==> src/rtl/magic_nor_sequencer.sv <==
// MAGIC crossbar sequencer: runs a NOR/NOT program over LANES rows in parallel, two cycles per op.
// Optional MAGIC_HAZARD_CHECK_EN flags and aborts ops whose destination aliases a source.

module magic_nor_lane #(
    parameter int CELLS = 32,
    parameter int AW    = 5
) (
    input  logic          clk,
    input  logic          rst,
    input  logic          col_we,
    input  logic [AW-1:0] col_addr,
    input  logic          col_bit,
    input  logic          do_init,
    input  logic          do_eval,
    input  logic          op_not,
    input  logic [AW-1:0] dst,
    input  logic [AW-1:0] src_a,
    input  logic [AW-1:0] src_b,
    input  logic [AW-1:0] rd_addr,
    output logic          rd_bit
);
    logic [CELLS-1:0] cells;
    logic va, vb;

    // Loops cover only real cells, so out-of-range addresses read 0 and write nothing.
    function automatic logic pick(input logic [CELLS-1:0] v, input logic [AW-1:0] a);
        logic r;
        r = 1'b0;
        for (int c = 0; c < CELLS; c++)
            if (a == AW'(c)) r = v[c];
        return r;
    endfunction

    assign va     = pick(cells, src_a);
    assign vb     = pick(cells, src_b);
    assign rd_bit = pick(cells, rd_addr);

    always_ff @(posedge clk or posedge rst) begin
        if (rst) begin
            cells <= '0;
        end else begin
            for (int c = 0; c < CELLS; c++) begin
                if (col_we && col_addr == AW'(c))
                    cells[c] <= col_bit;
                else if (do_init && dst == AW'(c))
                    cells[c] <= 1'b1;
                else if (do_eval && dst == AW'(c))
                    cells[c] <= op_not ? ~va : ~(va | vb);
            end
        end
    end
endmodule

module magic_nor_sequencer #(
    parameter int  LANES      = 8,
    parameter int  CELLS      = 32,
    parameter int  PROG_DEPTH = 16,
    localparam int AW         = $clog2(CELLS),
    localparam int PW         = $clog2(PROG_DEPTH),
    localparam int IW         = 1 + 3*AW
) (
    input  logic             clk,
    input  logic             rst,
    input  logic             prog_we,
    input  logic [PW-1:0]    prog_addr,
    input  logic [IW-1:0]    prog_data,
    input  logic [PW:0]      prog_len,
    input  logic             col_we,
    input  logic [AW-1:0]    col_addr,
    input  logic [LANES-1:0] col_data,
    input  logic             start,
    input  logic [AW-1:0]    rd_addr,
    output logic [LANES-1:0] rd_data,
    output logic             busy,
    output logic             done,
    output logic             err
);
    typedef enum logic [1:0] {S_IDLE, S_INIT, S_EVAL, S_DONE} state_t;

    localparam logic [PW:0] DEPTH_L = (PW+1)'(PROG_DEPTH);

    state_t         state;
    logic [PW-1:0]  pc;
    logic [PW:0]    len;
    logic [IW-1:0]  prog_mem [PROG_DEPTH];
    logic [IW-1:0]  ir;
    logic           op_not, hazard, idle, last, col_ok, do_init, do_eval;
    logic [AW-1:0]  dst, src_a, src_b;

    assign idle    = (state == S_IDLE);
    assign ir      = prog_mem[pc];
    assign op_not  = ir[IW-1];
    assign dst     = ir[3*AW-1 -: AW];
    assign src_a   = ir[2*AW-1 -: AW];
    assign src_b   = ir[AW-1:0];
    assign last    = ({1'b0, pc} == len - 1'b1);
    assign col_ok  = col_we && idle;
    assign do_init = (state == S_INIT) && !hazard;
    assign do_eval = (state == S_EVAL);

    // Program RAM survives reset on purpose.
    always_ff @(posedge clk)
        if (prog_we && idle) prog_mem[prog_addr] <= prog_data;

`ifdef MAGIC_HAZARD_CHECK_EN
    assign hazard = (dst == src_a) || (!op_not && dst == src_b);

    always_ff @(posedge clk or posedge rst) begin
        if (rst)                                       err <= 1'b0;
        else if (idle && start && prog_len != '0)      err <= 1'b0;
        else if (state == S_INIT && hazard)            err <= 1'b1;
    end
`else
    assign hazard = 1'b0;
    assign err    = 1'b0;
`endif

    always_ff @(posedge clk or posedge rst) begin
        if (rst) begin
            state <= S_IDLE;
            pc    <= '0;
            len   <= '0;
            busy  <= 1'b0;
            done  <= 1'b0;
        end else begin
            done <= 1'b0;
            case (state)
                S_IDLE: if (start) begin
                    if (prog_len != '0) begin
                        state <= S_INIT;
                        busy  <= 1'b1;
                        pc    <= '0;
                        len   <= (prog_len > DEPTH_L) ? DEPTH_L : prog_len;
                    end else begin
                        state <= S_DONE;
                        done  <= 1'b1;
                    end
                end
                S_INIT: if (hazard) begin
                    state <= S_DONE;
                    busy  <= 1'b0;
                    done  <= 1'b1;
                end else begin
                    state <= S_EVAL;
                end
                S_EVAL: if (last) begin
                    state <= S_DONE;
                    busy  <= 1'b0;
                    done  <= 1'b1;
                end else begin
                    pc    <= pc + 1'b1;
                    state <= S_INIT;
                end
                default: state <= S_IDLE;
            endcase
        end
    end

    for (genvar i = 0; i < LANES; i++) begin : g_lane
        magic_nor_lane #(.CELLS(CELLS), .AW(AW)) u_lane (
            .clk      (clk),
            .rst      (rst),
            .col_we   (col_ok),
            .col_addr (col_addr),
            .col_bit  (col_data[i]),
            .do_init  (do_init),
            .do_eval  (do_eval),
            .op_not   (op_not),
            .dst      (dst),
            .src_a    (src_a),
            .src_b    (src_b),
            .rd_addr  (rd_addr),
            .rd_bit   (rd_data[i])
        );
    end
endmodule

==> config.mk <==
export PLATFORM = sky130hd
export DESIGN_NAME = magic_nor_sequencer
export DESIGN_NICKNAME = d
export VERILOG_FILES = /design/src/rtl/magic_nor_sequencer.sv
export SDC_FILE = /design/constraint.sdc
export NUM_CORES = 1
export LEC_CHECK = 0
export ABC_AREA = 0
export ABC_CLOCK_PERIOD_IN_PS = 10200
export CAP_MARGIN = 0
export CORE_AREA = 2 2 354 356
export DETAILED_ROUTE_END_ITERATION = 16
export DIE_AREA = 0 0 356 358
export SLEW_MARGIN = 20
export SYNTH_ARGS = -nofsm -noshare
export SYNTH_HDL_FRONTEND = slang
export SYNTH_SLANG_ARGS = --single-unit
==> constraint.sdc <==
create_clock -name clk -period 10.2 [get_ports clk]
set_clock_uncertainty 0.1 [all_clocks]
set_input_delay 2.04 -clock clk [delete_from_list [all_inputs] [get_ports clk]]
set_output_delay 2.04 -clock clk [all_outputs]
set_load 0.02 [all_outputs]
Word level (Yosys, flattened, before mapping) --
Memory sizes are Yosys's and may differ from the RTL's. Index checks and enable logic that the tools add are counted.
Cells by class: $add $sub $neg 2, magnitude comparators 1, equal/unequal tests 162, multiplexer cells 1563, bitwise operators 24, reduce and logical (&&, ||, !) cells 141
Operators with widths (count):
- $mux 1 | 1552
- $eq 5x5->1 const B | 80
- $eq 5x4->1 const B | 40
- $eq 5x3->1 const B | 20
- $logic_and 1x1->1 | 98
- $reduce_bool 3->1 | 32
- $eq 5x2->1 const B | 10
- $eq 5x1->1 const B | 5
- $logic_not 5->1 | 5
- $not 1->1 | 16
- $mux 4 | 3
- $or 1x1->1 | 8
- $pmux 4 s2 | 1
- $reduce_and 4->1 | 2
- $mux 2 | 3
- $ne 2x2->1 const B | 3
- $pmux 2 s3 | 1
- $eq 4x5->1 | 1
- $gt 5x5->1 const B | 1
- $mux 5 | 1
- $reduce_bool 5->1 | 1
- $sub 5x1->5 const B | 1
- $add 4x1->4 const B | 1
- $pmux 1 s2 | 2
- 6 further kinds | 6
Storage, ports and cells: flip-flop bits (word level) 269, memory bits (writable) 256, input port bits 48, memories 1
Memory list:
- prog_mem | depth 16, width 16, read ports 1, clocked after memory_dff 0, write ports 1, RTL line 85 | logic [IW-1:0] prog_mem [PROG_DEPTH];

Depth between registers and ports, before layout --
An unclocked memory read counts as a cell.
depth after elaboration 40, mapped depth 19, gate-level depth less buffers 11

Cells and area by module --
From an unflattened synthesis, not the netlist that was laid out.
Second synthesis, totals: cells, all modules 4899, area, all modules 41802.6 sq um
Modules (own cells, without submodules):
- magic_nor_lane | instances 8, cells an instance 540, area each 3896.2 sq um, seq. area each 800.8 sq um
- magic_nor_sequencer | instances 1, cells an instance 579, area each 10632.7 sq um, seq. area each 8012.7 sq um

Least setup slack after synthesis --
No wires, ideal clock.
path kind input port to output port, from input port rd_addr[0], to output port rd_data[5], arrival 4955 ps, data required time 8060 ps, setup slack 3105 ps, stages 13, cell sequence clkbuf_1 -> buf_1 -> clkbuf_1 -> buf_1 -> clkbuf_1 -> buf_2 -> o21ai_0 -> a21oi_1 -> o21ai_0 -> a31oi_1 -> a21oi_1 -> a31oi_1 -> buf_4
On the way: cells in the longest elaborated chain, start to end 33, elaborated cells on any way between the ends 64, those cells by class 31 x eq/ne; 32 x mux; 1 x reduce/logical
Ends and longest elaborated chain:
- from (decl) | RTL line 72 | input logic [AW-1:0] rd_addr,
- $logic_not 5->1 | RTL line 30 | if (a == AW'(c)) r = v[c];
- $mux 1 (31 in a row) | RTL line 30
- $mux 1 * | RTL line 30
- to (decl) | RTL line 73 | output logic [LANES-1:0] rd_data,
Mark *: on every way between the ends. The rest lies on a longest branch, timed or not.

Worst setup path in the final report --
from input port rd_addr[3], to output port rd_data[1]
The elaborated chain is that of the path after synthesis.

==> flow_summary_export.csv <==
group,metric,value,unit
status,status,"complete, no violations",
worst_setup_path,required,8.06,ns
cts,cts_max_path_buffers,3,
layout,multi_input_area,15000,sq um
cts,cts.sinks,525,
layout,postLayoutCellArea,34700,sq um
cts,hold_buffers,0,
grt,grt_pass1_vias,27600,
logic_synthesis,synth.avg_cell_area,9.94,sq um
grt,grt-ovfl-total,0,
worst_setup_path,timing.rr.end,"g_lane[0].u_lane.cells[0]",
timing,fin_tns_setup,0,ns
min_path,min_path_cells,2,
floorplan,core_area,123000,sq um
worst_setup_path,start_kind,"input pin",
timing,final-hold-violation-count,0,
logic_synthesis,synthMuxAreaShare,9.10,%
placed_design,io_buffer_count,57,
grt,use_met3,6.79,%
logic_synthesis,ys_warn_count,0,
route,num_vias,29400,
cts,cts_made_buffers,57,
timing,max_slew_margin,13.9,%
cts,cts_resized,0,
grt,grt_use_met2,36.8,%
worst_setup_path,rr_startpoint,"pc[2]",
placed_design,dp_slack,1.56,ns
grt,antenna_found_initial,6,
timing,fmax,114,MHz
logic_synthesis,synth-seq-cells,525,
worst_setup_path,rr_worst_depth,13,
logic_synthesis,synth_adder_area_share,0.0813,%
logic_synthesis,synthXorXnorAreaFrac,0.199,%
placed_design,post_dp_cell_area,32900,sq um
layout,drive_gt1_share,13.2,%
floorplan,initial_core_util,25.0,%
grt,grt_max_degree,138,
worst_setup_path,crit_arrival,6.61,ns
worst_setup_path,critical_path_class,"in -> out",
route,drt-total-wl,164000,um
layout,n_fill_cell,13000,
timing,max_slew.worst_pin.slew,1.29,ns
placed_design,place.gp.congestion,1.04,
logic_synthesis,synthSimpleGateAreaFrac,11.7,%
route,drtIter0Drc,4675,
worst_setup_path,endpoint_kind,"output pin",
floorplan,fp-row-count,129,
grt,grt_pass1_wl,228000,um
logic_synthesis,yosys_most_used_dff,"dfrtp_1",
logic_synthesis,async_reset_ff_share,51.2,%
timing,finalCritPeriodShare,85.8,%
route,post_drt_wl_per_cell,34.6,um
min_path,hp-start,"len[1]",
cts,post_cts_buffers,0,
cts,htreeDepth,2,
logic_synthesis,yosys.area.top_type,"edfxtp_1",
logic_synthesis,synth_cell_types,105,
cts,insertion_delay,0.69,ns
route,drc,0,
logic_synthesis,synthTopCellsByArea,"edfxtp_1 (25%), dfrtp_1 (22%), a21oi_1 (6.7%)",
floorplan,fp.dieArea,127000,sq um
layout,seqCellArea,14400,sq um
logic_synthesis,syn_inst,3095,
route,vias_per_cell,6.21,
logic_synthesis,synth_compound_area_share,27.2,%
floorplan,die_h,358,um
route,dr.pass1.iters,8,
layout,area_growth,12.9,%
logic_synthesis,synth_fp_nets,3145,
route,antenna_left,0,
layout,final_nets,3093,
cts,cts_tree,"built",
timing,worst_slack,1.45,ns
placed_design,dp_hpwl,115000,um
logic_synthesis,netlist_area,30800,sq um
grt,busiest_layer,"met2",
cts,cts-root-buf,"clkbuf_16",
floorplan,die_w,356,um
worst_setup_path,crit_path_max_fanout,19,
min_path,min_path_type,"reg -> reg",
logic_synthesis,synth_edf_count,256,
timing,finalSetupViolCount,0,
run,drv_cap,0,
logic_synthesis,yosysSeqAreaShare,46.9,%
timing,rsz0062_at_grt,"false",
timing,period_needed,8.75,ns
min_path,worstHoldEndpoint,"len[1]",
floorplan,io_pins,59,
worst_setup_path,r2r_slack,3.02,ns
grt,grt_util_met1,34.1,%
logic_synthesis,synth_top_family_by_area,"compound AO/OA/AOI/OAI gates",
grt,grtUsageTotal,25.0,%
timing,slew_violations,0,
logic_synthesis,synth_top_area_share,25.0,%
cts,path_clk_slew,0.06,ns
==> cell usage in the layout, fill, tap and decap left out, drive strengths merged, types with 31 or more instances in the layout <==
| cell type | Yosys | routed |
|---|---|---|
| a21oi | 439 | 439 |
| a221oi | 39 | 39 |
| a22oi | 38 | 38 |
| a31oi | 48 | 48 |
| buf | 161 | 91 |
| clkbuf | 95 | 88 |
| clkdlybuf4s50 | 0 | 54 |
| dfrtp | 269 | 269 |
| edfxtp | 256 | 256 |
| mux2 | 41 | 41 |
| mux2i | 102 | 102 |
| mux4 | 58 | 58 |
| nand2 | 308 | 308 |
| nand3 | 84 | 84 |
| nor2 | 187 | 187 |
| nor2b | 31 | 31 |
| nor3 | 61 | 61 |
| o211ai | 33 | 33 |
| o21ai | 196 | 196 |
| o22ai | 299 | 299 |
==> worst max-delay path, cell delays in order <==
cell,delay [ns]
clkdlybuf4s50_1,0.85
nor2b_1,0.36
and2_1,0.77
nand2_1,0.29
a21oi_1,0.22
o32ai_1,0.10
o211ai_1,0.16
a221oi_1,0.16
o22ai_1,0.54
o21ai_0,0.43
clkdlybuf4s50_1,0.66
==> worst max-delay path by stage <==
| stage | start | end | slack, ns | depth (start not counted) |
|---|---|---|---|---|
| finish | rd_addr[3] | rd_data[1] | 1.45 | 11 |
| global route | rd_addr[3] | rd_data[0] | 1.39 | 12 |
| CTS | rd_addr[3] | rd_data[0] | 1.53 | 12 |
| detailed placement | rd_addr[3] | rd_data[0] | 1.56 | 12 |
| global placement | rd_addr[3] | rd_data[3] | 1.55 | 12 |
| floorplan | rst | busy | 0.65 | 1 |
==> synth_stat cells (16+ instances only) <==
cell type	number
nor2_1	178
nand3_1	83
buf_1	26
nand2_1	302
a221oi_1	34
o22ai_1	297
nor3_1	56
o221ai_1	20
a21oi_2	27
buf_2	73
a211oi_1	20
a21oi_1	411
edfxtp_1	256
inv_1	23
mux2i_1	102
o21ai_1	25
buf_4	32
clkbuf_1	95
buf_6	24
and3_1	19
o32ai_1	16
o21ai_0	165
nand2b_1	19
a22oi_1	36
mux4_2	58
a32oi_1	22
a31oi_1	48
a22o_1	17
mux2_2	37
dfrtp_1	269
o211ai_1	30
nor2b_1	31
==> metrics by stage <==
stage               hold slack, ns  std cells  utilization [%]
floorplan                    0.372       3095                -
global placement             0.402       4620             26.6
detailed placement           0.406       4621             26.7
CTS                          0.425       4727             28.2
global route                 0.464       4727             28.2
finish                       0.421       4731             28.2
==> cells by family after synthesis <==
logic type | after synthesis
flops | 525
fa+ha+maj | 2
xor+xnor | 7
buf+inv | 279
compound gates | 1307
other cells | 1
mux | 201
simple gates | 773
==> metal layers <==
| metal | wire, um | vias up |
|---|---|---|
| met5 | 114 | - |
| met4 | 9210 | 12 |
| met3 | 18500 | 477 |
| met2 | 68600 | 2056 |
| met1 | 67400 | 14800 |
| li1 | - | 12000 |
==> registers in the layout (all words and copies together), names as in the netlist <==
register	count
busy	1
done	1
g_lane.u_lane.cells	256
len	5
pc	4
prog_mem	256
state	2
==> final cells by class <==
class | instances | share of cell area (%)
clock buffer | 88 | 4.89
clock inverter | 18 | 0.479
sequential | 525 | 41.5
inverter | 23 | 0.270
multi-input combinational | 2291 | 43.2
antenna | 4 | 0.0288
timing repair buffer | 145 | 3.72
tap | 1637 | 5.89
Power is left out: the tool's default activity adds up to more than one toggle a clock period on the data nets, which glitch-free logic cannot reach.
